--- config.mk ---
export PLATFORM = sky130hd
export DESIGN_NAME = if_id_skid_reg
export DESIGN_NICKNAME = d
export VERILOG_FILES = /design/src/rtl/if_id_skid_reg.sv
export SDC_FILE = /design/constraint.sdc
export NUM_CORES = 1
export LEC_CHECK = 0
export CORE_ASPECT_RATIO = 1.2
export CORE_MARGIN = 10
export CORE_UTILIZATION = 23
export CTS_CLUSTER_DIAMETER = 200
export CTS_CLUSTER_SIZE = 28
export DETAILED_ROUTE_END_ITERATION = 12
export GPL_TIMING_DRIVEN = 0
export HOLD_SLACK_MARGIN = 0.06
export SETUP_SLACK_MARGIN = 0.05
export SLEW_MARGIN = 20
export SYNTH_ARGS = -nofsm -noshare
export SYNTH_HDL_FRONTEND = slang
export SYNTH_SLANG_ARGS = --single-unit
--- constraint.sdc ---
create_clock -name clk_i -period 1.4 [get_ports clk_i]
set_input_delay 0.14 -clock clk_i [delete_from_list [all_inputs] [get_ports clk_i]]
set_output_delay 0.14 -clock clk_i [all_outputs]
set_load 0.02 [all_outputs]
--- src/rtl/if_id_skid_reg.sv ---
// ---------------------------------------------------------------------------
// if_id_skid_reg
//
// IF/ID pipeline register with a one-entry skid buffer. It sits between the
// instruction-memory/PC stage and decode. The register captures the fetched
// instruction and its PC+4, and presents them to decode with a valid flag.
// The skid entry holds one extra instruction, so a fetch that arrives in the
// same cycle decode stalls is never lost.
//
// Optional feature macro: IFID_PERF_CNT_EN
//   When defined, the block keeps saturating counters of stall and flush
//   cycles. When undefined, no counter registers exist and both counter
//   ports are tied to zero.
//
// Ports:
//   clk_i        rising-edge clock
//   rst_i        asynchronous active-low reset
//   valid_i      fetch presents a valid instruction
//   ready_o      block can accept; fire = valid_i & ready_o
//   pc_plus4_i   PC+4 of the fetched instruction
//   instr_i      fetched instruction
//   stall_i      decode is not consuming this cycle
//   flush_i      discard every held and incoming instruction
//   valid_o      output slot holds a real instruction
//   pc_plus4_o   registered PC+4
//   instr_o      registered instruction; NOP_INSTR while valid_o = 0
//   opcode_o, rs_o, rt_o, rd_o, shamt_o, funct_o, imm16_o
//                MIPS field slices of instr_o
//   stall_cnt_o  count of stalled cycles with a valid output (optional)
//   flush_cnt_o  count of flush cycles (optional)
// ---------------------------------------------------------------------------
module if_id_skid_reg #(
    parameter int unsigned         PC_W      = 32,
    // The MIPS field slicing below assumes INSTR_W = 32.
    parameter int unsigned         INSTR_W   = 32,
    parameter logic [INSTR_W-1:0]  NOP_INSTR = 32'h0000_0000
) (
    input  logic               clk_i,
    input  logic               rst_i,
    input  logic               valid_i,
    output logic               ready_o,
    input  logic [PC_W-1:0]    pc_plus4_i,
    input  logic [INSTR_W-1:0] instr_i,
    input  logic               stall_i,
    input  logic               flush_i,
    output logic               valid_o,
    output logic [PC_W-1:0]    pc_plus4_o,
    output logic [INSTR_W-1:0] instr_o,
    output logic [5:0]         opcode_o,
    output logic [4:0]         rs_o,
    output logic [4:0]         rt_o,
    output logic [4:0]         rd_o,
    output logic [4:0]         shamt_o,
    output logic [5:0]         funct_o,
    output logic [15:0]        imm16_o,
    output logic [31:0]        stall_cnt_o,
    output logic [31:0]        flush_cnt_o
);

    // Output slot
    logic               out_valid_q, out_valid_d;
    logic [PC_W-1:0]    out_pc_q,    out_pc_d;
    logic [INSTR_W-1:0] out_instr_q, out_instr_d;

    // Skid slot. It only fills while the output slot is valid, so
    // sk_valid_q implies out_valid_q.
    logic               sk_valid_q, sk_valid_d;
    logic [PC_W-1:0]    sk_pc_q,    sk_pc_d;
    logic [INSTR_W-1:0] sk_instr_q, sk_instr_d;

    logic fire;

    // ready depends on registered state only, never on valid_i.
    assign ready_o = ~sk_valid_q;
    assign fire    = valid_i & ready_o;

    always_comb begin
        out_valid_d = out_valid_q;
        out_pc_d    = out_pc_q;
        out_instr_d = out_instr_q;
        sk_valid_d  = sk_valid_q;
        sk_pc_d     = sk_pc_q;
        sk_instr_d  = sk_instr_q;

        if (flush_i) begin
            // Drop everything, including a same-cycle fire; PC+4 holds.
            out_valid_d = 1'b0;
            out_instr_d = NOP_INSTR;
            sk_valid_d  = 1'b0;
        end else if (!stall_i) begin
            if (sk_valid_q) begin
                // Drain the skid first; ready_o = 0 so no fire this cycle.
                out_valid_d = 1'b1;
                out_pc_d    = sk_pc_q;
                out_instr_d = sk_instr_q;
                sk_valid_d  = 1'b0;
            end else if (fire) begin
                out_valid_d = 1'b1;
                out_pc_d    = pc_plus4_i;
                out_instr_d = instr_i;
            end else begin
                out_valid_d = 1'b0;
                out_instr_d = NOP_INSTR;
            end
        end else begin
            if (out_valid_q) begin
                // Decode holds the output; park a new fetch in the skid.
                if (fire) begin
                    sk_valid_d = 1'b1;
                    sk_pc_d    = pc_plus4_i;
                    sk_instr_d = instr_i;
                end
            end else if (fire) begin
                // An empty output slot is a bubble and fills even when stalled.
                out_valid_d = 1'b1;
                out_pc_d    = pc_plus4_i;
                out_instr_d = instr_i;
            end
        end
    end

    always_ff @(posedge clk_i or negedge rst_i) begin
        if (!rst_i) begin
            out_valid_q <= 1'b0;
            out_pc_q    <= '0;
            out_instr_q <= NOP_INSTR;
            sk_valid_q  <= 1'b0;
            sk_pc_q     <= '0;
            sk_instr_q  <= NOP_INSTR;
        end else begin
            out_valid_q <= out_valid_d;
            out_pc_q    <= out_pc_d;
            out_instr_q <= out_instr_d;
            sk_valid_q  <= sk_valid_d;
            sk_pc_q     <= sk_pc_d;
            sk_instr_q  <= sk_instr_d;
        end
    end

    assign valid_o    = out_valid_q;
    assign pc_plus4_o = out_pc_q;
    assign instr_o    = out_instr_q;

    assign opcode_o = out_instr_q[31:26];
    assign rs_o     = out_instr_q[25:21];
    assign rt_o     = out_instr_q[20:16];
    assign rd_o     = out_instr_q[15:11];
    assign shamt_o  = out_instr_q[10:6];
    assign funct_o  = out_instr_q[5:0];
    assign imm16_o  = out_instr_q[15:0];

`ifdef IFID_PERF_CNT_EN
    logic [31:0] stall_cnt_q, stall_cnt_d;
    logic [31:0] flush_cnt_q, flush_cnt_d;

    always_comb begin
        stall_cnt_d = stall_cnt_q;
        flush_cnt_d = flush_cnt_q;
        if (stall_i && out_valid_q && !flush_i && (stall_cnt_q != 32'hFFFF_FFFF)) begin
            stall_cnt_d = stall_cnt_q + 32'd1;
        end
        if (flush_i && (flush_cnt_q != 32'hFFFF_FFFF)) begin
            flush_cnt_d = flush_cnt_q + 32'd1;
        end
    end

    always_ff @(posedge clk_i or negedge rst_i) begin
        if (!rst_i) begin
            stall_cnt_q <= 32'd0;
            flush_cnt_q <= 32'd0;
        end else begin
            stall_cnt_q <= stall_cnt_d;
            flush_cnt_q <= flush_cnt_d;
        end
    end

    assign stall_cnt_o = stall_cnt_q;
    assign flush_cnt_o = flush_cnt_q;
`else
    assign stall_cnt_o = 32'h0;
    assign flush_cnt_o = 32'h0;
`endif

endmodule

After elaboration in Yosys (flattened, before gate mapping)

Cells that the tools add are included.

Eq/ne operators: 4
Muxes and demuxes: 19
Bitwise gates (word level): 3
Reduce and logical (&&, ||, !) cells: 4

Operator list:

| kind               | number |
|---|---|
| $mux 32            | 10 |
| $mux 1             | 9 |
| $ne 3x1->1 const B | 2 |
| $reduce_and 2->1   | 3 |
| $reduce_and 4->1   | 1 |
| $ne 3x3->1 const B | 1 |
| $ne 2x2->1 const B | 1 |
| $not 1->1          | 2 |
| $and 1x1->1        | 1 |

Register bits after elaboration: 130
Input port bits: 69
Output and inout bits: 178
Logic and storage cells: 36

Depth between registers and ports, before layout

Word-level depth: 6
Gate-level depth with buffers: 6
Gate-level depth less buffers: 4

Worst setup path after synthesis

No wires, ideal clock.

Path kind: register to register
Start point: register out_valid_q, in the netlist valid_o
End point: register out_pc_q[10], in the netlist pc_plus4_o[10]
Library setup time: 0.077 ns
Arrival time: 1.402 ns
Required time: 1.323 ns
Setup slack: -0.079 ns
Cell stages (with the launch flop): 6
Buffers on the path: 1
Period minus slack after synthesis: 1.479 ns
Cell sequence: dfrtp_1 > a21oi_1 > a21boi_2 > buf_2 > nor2_1 > a21oi_1

Word-level cells in the longest chain between the ends: 2

RTL lines:

| what                              | RTL line | RTL |
|---|---|---|
| start, declared                   | 61       | `logic out_valid_q, out_valid_d;` |
| start signal, assigned            | 131      | `out_valid_q <= out_valid_d;` |
| $ne 2x2->1 (no source line)       | --       |  |
| $reduce_and 2->1 (no source line) | --       |  |
| end signal, assigned              | 132      | `out_pc_q <= out_pc_d;` |
| end, declared                     | 62       | `logic [PC_W-1:0] out_pc_q, out_pc_d;` |

Every way passes these cells.
A chain may end at the register's enable or synchronous reset.

Worst setup path after layout

Start point: register sk_valid_q
End point: register out_instr_q[20], in the netlist instr_o[20]

Word-level cells in the longest chain between the ends: 6
Elaborated cells between the ends (all ways): 8
Classes of those cells: 1 x eq/ne; 4 x mux; 2 x bitwise; 1 x reduce/logical

RTL lines:

| what                   | RTL line | RTL |
|---|---|---|
| start, declared        | 67       | `logic sk_valid_q, sk_valid_d;` |
| start signal, assigned | 134      | `sk_valid_q <= sk_valid_d;` |
| $not 1->1              | 74       | `assign ready_o = ~sk_valid_q;` |
| $and 1x1->1            | 75       | `assign fire = valid_i & ready_o;` |
| $mux 32                | 97       | `end else if (fire) begin` |
| $mux 32                | 91       | `if (sk_valid_q) begin` |
| $mux 32                | 90       | `end else if (!stall_i) begin` |
| $mux 32                | 85       | `if (flush_i) begin` |
| end signal, assigned   | 133      | `out_instr_q <= out_instr_d;` |
| end, declared          | 63       | `logic [INSTR_W-1:0] out_instr_q, out_instr_d;` |

Several ways; a longest one is shown, not always the timed one.

==> metrics.md <==
| Metric | Value |
|---|---|
| Port Buffers | `around 180` |
| Comb power frac | `25.6%` |
| HP Start | `flush_i` |
| Cell count after placement | `~1100` |
| Die height | `198 µm` |
| Yosys warns | `0` |
| Mapped Area | `between 0.006 and 0.007 mm²` |
| Core Util, Final | `42.2%` |
| Clock sinks | `130` |
| Register area | `0.00325 mm²` |
| Nets | `between 900 and 1000` |
| DRT iter0 DRCs | `roughly 100` |
| Pins Over Slew Limit | `0` |
| First-pass GRT wire length | `30700 µm` |
| Worst reg-to-reg path cell count | `6` |
| Commonest non-fill, non-tap cell in the layout | `dfrtp_1` |
| Post-synth cell types | `22` |
| R2R Setup Slk | `-0.06 ns` |
| CP Class | `flip-flop to flip-flop` |
| Place WS | `-0.675 ns` |
| Clk_lat worst skew | `0.43 ns` |
| Failing checks | `negative setup slack` |
| Total of max-cap violations | `0` |
| Adder-Cell Fraction of Synth Area | `0%` |
| Critical path arrival | `~1.8 ns` |
| P_int | `9.38 mW` |
| Fillers | `2521` |
| Overflow after GRT | `0` |
| Crit. End Element | `flip-flop` |
| Non-filler cells, final | `1223` |
| Class of the worst hold path | `input port to flip-flop` |
| Worst EP required | `1.69 ns` |
| Crit Reg-Reg Endpoint | `instr_o[20]` |
| Longest Clk Path Bufs | `2` |
| Dominant combinational cell family by area after synthesis | `buffers and inverters` |
| CP startpoint kind | `flip-flop` |
| Hold Crit Depth | `2` |
| Final worst-path cycle share | `104%` |
| Root buf cell | `clkbuf_16` |
| Switching share of power | `28.9%` |
| Compound-gate portion of the synthesized area | `13.1%` |
| Final setup fails | `79` |
| Initial Util | `23.2%` |
| Syn Area/Cell | `11.1 µm²` |
| Area Overhead vs Synth | `81.9%` |
| Layout cells sized above 1 | `55.3%` |
| Mux contribution to synthesized area | `11.8%` |
| GRT Total Usage | `11.7%` |
| WL per Instance | `17.4 µm` |
| Clock transition at the registers of the reported paths | `0.06 ns` |
| Fin. Hold Viols | `0` |
| Hold Slack | `0.153 ns` |
| Vias in the first global route | `5278` |
| Drc violations | `0` |
| Hpwl dp | `13800 µm` |
| Max H-tree Level | `4` |
| Pre-antenna DRT Iters | `4` |
| Cells after Synth | `~550` |
| CTS Buf Count | `17` |
| Most frequent cells in the layout | `129 x dfrtp_1, 104 x buf_4, 87 x buf_6` |
| Post-Synth XOR/XNOR Area | `0%` |
| Hold Path End | `valid_o` |
| Worst IR Drop VDD | `slightly above 0.8 mV` |
| Total length of routed wires | `21300 µm` |
| Seq pwr share | `between 30% and 40%` |
| Crit path time final | `1.46 ns` |
| Largest net degree at the start of global routing | `between 70 and 80` |
| Initial antenna violation count | `4` |
| GPL Wtd Cong | `approximately 0.73` |
| Clk pwr share | `a little over a third` |
| RSZ-0062 raised after global routing | `yes` |
| Leakage | `just over 5 nW` |
| Final WS setup | `-0.0592 ns` |
| Worst reg2reg startpoint | `sk_valid_q` |
| Area occupied by multi-input gates | `0.00278 mm²` |
| Peak fanout along the critical path | `8` |
| DR vias | `between 5000 and 6000` |
| Vias per cell | `4.17` |
| Tot Pwr | `13.2 mW` |
| TritonCTS clock tree | `yes` |
| Top-Level Pins | `247` |
| Core ar. | `0.0262 mm²` |
| DRT antenna net count | `0` |
| Register bit total from synthesis | `130` |
| Die ar. | `0.0334 mm²` |
| Die extent in x | `~170 µm` |
| Outcome | `finished, violations left` |
| Sequential share of the synthesized area | `53.5%` |
| PwrDens | `1190 mW/mm²` |
| Final Skew | `between 0.01 and 0.015 ns` |
| Rows | `65` |
| Max Fclk | `between 600 and 700 MHz` |
| Post-Synth Simple-Gate Area | `4.83%` |
| P_sw | `approximately 3.8 mW` |
## synthesized netlist by cell type
library cell / number / area (µm²)
dfrtp_1: 130 / 3250
buf_4: 112 / 841
mux2_2: 64 / 721
nand2_1: 35 / 131
a21oi_1: 33 / 165
nor2_1: 33 / 124
a22oi_1: 32 / 240
o21ai_0: 32 / 160
o22ai_1: 32 / 200
clkbuf_1: 17 / 63.8
buf_2: 7 / 35.0
buf_6: 5 / 56.3
buf_1: 4 / 15.0
nand2b_1: 4 / 25.0
a21boi_2: 1 / 11.3
a31oi_1: 1 / 6.26
and2b_1: 1 / 7.51
conb_1: 1 / 3.75
inv_1: 1 / 3.75
nand4_1: 1 / 6.26
o21a_1: 1 / 7.51
o21ai_1: 1 / 5.00
## through the flow
step,cell area (µm²),TNS (ns)
global placement,8580,-776.35
finish,11100,-2.17
floorplan,6330,0
global route,11100,-9.38
CTS,10100,-6.34
detailed placement,8610,-69.91
## worst max-delay path, cell delays in order (launching register included)
cell and delay, ns:
dfrtp_1 0.39, nand2b_4 0.22, buf_6 0.12, nand2b_4 0.15, clkbuf_16 0.21, a22oi_2 0.16
o21ai_2 0.08
## how the worst max path moves through the flow
stage	end	slack, ns	startpoint
2_1_floorplan	instr_o[10]	0.05	sk_valid_q
3_3_place_gp	valid_o	-5.97	rst_i
3_5_place_dp	instr_o[20]	-0.68	stall_i
4_1_cts	sk_pc_q[11]	-0.12	sk_valid_q
5_1_grt	pc_plus4_o[12]	-0.12	valid_o
6_report	instr_o[20]	-0.06	sk_valid_q
## timing repair
| item | 4_1_cts | 5_1_grt |
|---|---|---|
| hold endpoints to repair | 59 | 0 |
| hold buffers | 1 | 0 |
| setup endpoints to repair | 237 | 174 |
| cloned | 5 | 11 |
| pin swaps | 7 | 13 |
| resized for setup | 476 | 217 |
| setup buffers | 38 | 9 |
## area by class of cell
type / instances / area share (%)
inverters: 1 / 0.0339
diodes: 2 / 0.0452
repair buffers: 246 / 23.6
multi-input cells: 335 / 25.1
clock buffers: 20 / 4.13
plain buffers: 142 / 12.3
well taps: 335 / 3.79
flip-flops and latches: 130 / 29.4
clock inverters: 12 / 1.63
## power by group through the flow
stage,Combinational (mW),Clock [mW],Sequential [mW]
after floorplan,1.35,0,5.12
after global routing,3.62,5.13,5.10
after global placement,2.74,0,4.90
final,3.38,4.82,5.00
after CTS,3.01,4.96,4.89
after detailed placement,2.79,0,4.93
## kinds of logic after synthesis
family	Yosys count
other	1
and+or+nand+nor	74
DFF	130
AOI/OAI and AO/OA	133
muxes	64
buffers and inverters	146
## layer usage
metal | routed length, µm | global-route usage (%) | share of wire [%] | vias up
met4 | 270 | 3.49 | 1.3 | 2
met1 | 8280 | 13.0 | 39 | 2515
met5 | 8 | 0 | 0.038 | -
met2 | 11000 | 19.9 | 51 | 176
met3 | 1790 | 4.86 | 8.4 | 17
li1 | - | - | - | 2392
## sequential cells by signal, summed over array words and instances, names as in the netlist
name,cells
instr_o,32
pc_plus4_o,32
sk_instr_q,32
sk_pc_q,32
sk_valid_q,1
valid_o,1
No activity file was read; power rests on OpenSTA's default activity.
